### src/rtl/bit_serializer.sv
// Parallel-to-serial shifter: accepts a WIDTH-bit word through a valid/ready
// handshake and streams it one bit per cycle, with back-to-back reloads.
module bit_serializer #(
    parameter int unsigned WIDTH      = 8,
    parameter bit          MSB_FIRST  = 1'b1,
    parameter logic        IDLE_LEVEL = 1'b0
) (
    input  logic             clk,
    input  logic             rst,
    input  logic [WIDTH-1:0] data_in,
    input  logic             load_valid,
    output logic             load_ready,
    output logic             ser_out,
    output logic             ser_valid,
    output logic             frame_done,
    output logic             busy
);

    localparam int unsigned     CW   = $clog2(WIDTH);
    localparam logic [CW-1:0]   LAST = CW'(WIDTH - 1);

    typedef enum logic {
        IDLE,
        SHIFT
    } state_e;

    state_e             state_q, state_d;
    logic [CW-1:0]      cnt_q, cnt_d;
    logic [WIDTH-1:0]   shreg_q, shreg_d;
    logic               ser_out_q, ser_out_d;
    logic               ser_valid_q, ser_valid_d;
    logic               frame_done_q, frame_done_d;
    logic               busy_q, busy_d;
    logic               last_bit;
    logic               load;

    always_comb begin
        last_bit   = (state_q == SHIFT) && (cnt_q == LAST);
        load_ready = (state_q == IDLE) || last_bit;
        load       = load_valid && load_ready;

        state_d      = state_q;
        cnt_d        = cnt_q;
        shreg_d      = shreg_q;
        ser_out_d    = ser_out_q;
        ser_valid_d  = ser_valid_q;
        busy_d       = busy_q;
        frame_done_d = 1'b0;

        if (load) begin
            // The first bit goes straight to the output flop; shreg keeps the rest.
            state_d     = SHIFT;
            cnt_d       = '0;
            ser_valid_d = 1'b1;
            busy_d      = 1'b1;
            if (MSB_FIRST) begin
                ser_out_d = data_in[WIDTH-1];
                shreg_d   = {data_in[WIDTH-2:0], 1'b0};
            end else begin
                ser_out_d = data_in[0];
                shreg_d   = {1'b0, data_in[WIDTH-1:1]};
            end
        end else if (last_bit) begin
            state_d     = IDLE;
            cnt_d       = '0;
            shreg_d     = '0;
            ser_out_d   = IDLE_LEVEL;
            ser_valid_d = 1'b0;
            busy_d      = 1'b0;
        end else if (state_q == SHIFT) begin
            cnt_d        = cnt_q + 1'b1;
            frame_done_d = (cnt_d == LAST);
            if (MSB_FIRST) begin
                ser_out_d = shreg_q[WIDTH-1];
                shreg_d   = {shreg_q[WIDTH-2:0], 1'b0};
            end else begin
                ser_out_d = shreg_q[0];
                shreg_d   = {1'b0, shreg_q[WIDTH-1:1]};
            end
        end
    end

    always_ff @(posedge clk) begin
        if (rst) begin
            state_q      <= IDLE;
            cnt_q        <= '0;
            shreg_q      <= '0;
            ser_out_q    <= IDLE_LEVEL;
            ser_valid_q  <= 1'b0;
            frame_done_q <= 1'b0;
            busy_q       <= 1'b0;
        end else begin
            state_q      <= state_d;
            cnt_q        <= cnt_d;
            shreg_q      <= shreg_d;
            ser_out_q    <= ser_out_d;
            ser_valid_q  <= ser_valid_d;
            frame_done_q <= frame_done_d;
            busy_q       <= busy_d;
        end
    end

    assign ser_out    = ser_out_q;
    assign ser_valid  = ser_valid_q;
    assign frame_done = frame_done_q;
    assign busy       = busy_q;

endmodule

### config.mk
export PLATFORM = sky130hd
export DESIGN_NAME = bit_serializer
export DESIGN_NICKNAME = d
export VERILOG_FILES = /design/src/rtl/bit_serializer.sv
export SDC_FILE = /design/constraint.sdc
export NUM_CORES = 1
export LEC_CHECK = 0
export CAP_MARGIN = 5
export CORE_AREA = 2 2 39 41
export CTS_CLUSTER_DIAMETER = 50
export DETAILED_ROUTE_END_ITERATION = 8
export DIE_AREA = 0 0 41 43
export DONT_BUFFER_PORTS = 1
export GPL_TIMING_DRIVEN = 0
export HOLD_SLACK_MARGIN = 0.1
export PLACE_DENSITY_LB_ADDON = 0.12
export SLEW_MARGIN = 10
export SYNTH_ARGS = -nofsm -noshare
export SYNTH_HDL_FRONTEND = slang
export SYNTH_SLANG_ARGS = --single-unit
### constraint.sdc
create_clock -name clk -period 2.44 [get_ports clk]
set_input_delay 0.244 -clock clk [delete_from_list [all_inputs] [get_ports clk]]
set_output_delay 0.244 -clock clk [all_outputs]
set_load 0.005 [all_outputs]
==> results.md <==
- Sequential share of power: 53.1%
- Synth area leader: dfxtp_1
- Setup TNS: 0 ns
- Dpl ws: 0.994 ns
- Root Buffer: clkbuf_4
- GRT Overall Usage: 17.9%
- Slew HR: 84.0%
- Num CTS Buffers: 3
- Final non-filler cell area: 791 µm²
- Number of global-route vias before repair: 501
- RSZ-0062 raised after global routing: false
- Tmin final: 1.65 ns
- Worst hold path class: input port to flip-flop
- Most used DFF post-synth: dfxtp_1
- Max capacitance violation total: 0
- Worst-Skew Late Latency: 0.27 ns
- #FFs+latches synth: 13
- Internal: 327 µW
- FMAX: 606 MHz
- Drt wl/cell: 13.4 µm
- Slew Viols, Final: 0
- Dpl hpwl: 956 µm
- IO Port Bufs: 0
- Count of final setup violators: 0
- Met2 Track Usage GR: 23.8%
- Filler cell count: 125
- Met1 usage: 26.1%
- Cells taking the most area after synthesis: dfxtp_1 (35%), a211oi_2 (12%), a21o_1 (7.2%), a22oi_1 (7.2%), nor2_2 (6.0%)
- Maximum VDD drop: 381 µV
- Sw power: 116 µW
- Worst-Margin Slew: 0.241 ns
- Clock skew: 0.00373 ns
- PostCTS Resize Cnt: 0
- Initial Util: 53.1%
- Register area: 260 µm²
- Worst Path Required: 2.20 ns
- Clock Power Share: 29.8%
- Placed cell area: 754 µm²
- Num Clock Sinks: 13
- Hold_ws: 0.206 ns
- Multi-input gate area: 384 µm²
- Syn-to-layout area delta: 7.67%
- Clock Tree Buf Depth: 2
- Overall power: 443 µW
- Mapped Cells: 78
- Nets: 98
- H-tree depth: 1
- Syn_area_per_cell: 9.42 µm²
- Kind of critical path: flip-flop to primary output
- Post-Syn Area: 734 µm²
- Drt total wl: 1.33 mm
- Layout cells sized above 1: 33.7%
- Starting DRT DRC Count: 5
- GRT met3 Usage: 3.66%
- Count leader, synth: dfxtp_1
- Final Hold Vio Count: 0
- CP endpoint kind: primary output
- Data arrival, critical path: 1.41 ns
- Post-synth top cells: dfxtp_1 (13), inv_1 (8)
- Core ar.: 1380 µm²
- Seq/Total Area, Yosys: 35.4%
- Pwr dens: 560 nW/µm²
- CTS tree: built
- Number of inserted diodes: 0
- Clock transition at the registers of the reported paths: 0.08 ns
- Site row count: 14
- Drt drc: 0
- Ports: 16
- Ys async rst share: 0%
- Comb power frac: 17.1%
- Post-synth top area share: 35.4%
- Type of origin of the critical path: flip-flop
- PnR worst setup slack: 0.790 ns
- DRT antenna net count: 0
- Library cells used by synthesis: 23
- TritonRoute pass-1 iters: 2
- Initial antenna violation count: 0
- Die Area: 1760 µm²
- Outcome: finished, final reports clean
- GR Overflow Total: 0
- Crit Path Max Fanout: 10
- Net Sw Frac: 26.3%
- Die width: 41 µm
- Final GP Congestion: 0.733
- Largest net degree at the start of global routing: 11
- Synthesized Nets: 92
- First-pass GRT wire length: 2.14 mm
- Final period util: 67.6%
- Die Ht: 43 µm
- Post-DR vias/cell: 5.45
- Post-synth EDFFs: 0
- GRT busiest layer: met1
- Leak: 0.000359 µW
- Vias post-DR: 540
- Synthesis warning total: 0
-- metrics by stage --
step / std cells / utilization [%]
floorplan: 78 / -
global placement: 94 / 54.5
detailed placement: 94 / 54.5
CTS: 99 / 57.1
global route: 99 / 57.1
finish: 99 / 57.1
-- flip-flops by register name, summed over array words and instances, names as in the netlist --
| register | flops |
|---|---|
| frame_done | 1 |
| ser_out | 1 |
| busy | 1 |
| cnt_q | 3 |
| shreg_q | 7 |
-- power by group through the flow --
stage	Clock (µW)	Combinational, µW	Sequential (µW)
after floorplan	0	64.6	238
after global placement	0	73.5	240
after detailed placement	0	74.6	240
after CTS	136	77.0	235
after global routing	142	84.0	237
final	132	75.8	235
-- layout make-up --
class | instances | share of cell area, %
inverters | 9 | 4.27
clock buffers | 4 | 3.32
plain buffers | 7 | 7.12
well taps | 16 | 2.53
multi-input cells | 49 | 48.6
flip-flops and latches | 13 | 32.9
repair buffers | 1 | 1.27
-- cells in the final DEF, fill, tap and decap left out, types with 2 or more instances in the layout --
| master | instances |
|---|---|
| mux2i_1 | 2 |
| a211oi_2 | 7 |
| clkbuf_4 | 3 |
| a22oi_1 | 7 |
| buf_2 | 3 |
| dfxtp_1 | 13 |
| inv_1 | 8 |
| nor2_2 | 7 |
| nor2_1 | 6 |
| ha_1 | 3 |
| buf_6 | 3 |
| a21o_1 | 7 |
-- kinds of logic (layout without fill, tap and decap cells) --
family                   Yosys count  count (layout)  share of synthesized area (%)
AO/OA/AOI/OAI                     24              24                           29.1
adder cells (fa/ha/maj)            3               3                           5.11
buffers and inverters             16              21                           12.3
flip-flops                        13              13                           35.4
multiplexers                       2               2                           2.73
AND/OR/NAND/NOR                   20              20                           15.3
-- path summary, 6_finish.rpt --
kind | cells after the start | slack, ns | to | start
worst max-delay path | 5 | 0.79 | load_ready | cnt_q[0]$_SDFFE_PP0P_
worst min-delay path | 3 | 0.21 | shreg_q[1]$_SDFFE_PP0P_ | data_in[0]
worst max register to register | 6 | 0.98 | shreg_q[4]$_SDFFE_PP0P_ | cnt_q[0]$_SDFFE_PP0P_
worst min register to register | 2 | 0.47 | cnt_q[2]$_SDFFE_PP0P_ | cnt_q[2]$_SDFFE_PP0P_
-- timing repair --
item,in CTS,in global routing
setup buffers,0,0
hold buffers,1,0
endpoints found under the hold margin,3,0
-- critical path, stage by stage (launching register included) --
cell	delay [ns]
dfxtp_1	0.34
ha_1	0.21
ha_1	0.21
nor2b_2	0.16
buf_6	0.16
inv_2	0.05
-- metal layers --
| metal | part of all wire [%] | vias up |
|---|---|---|
| li1 | - | 275 |
| met1 | 47 | 243 |
| met2 | 44 | 18 |
| met3 | 7.3 | 4 |
| met4 | 1.6 | 0 |
| met5 | 0 | - |
(Power assumes the default switching activity.)
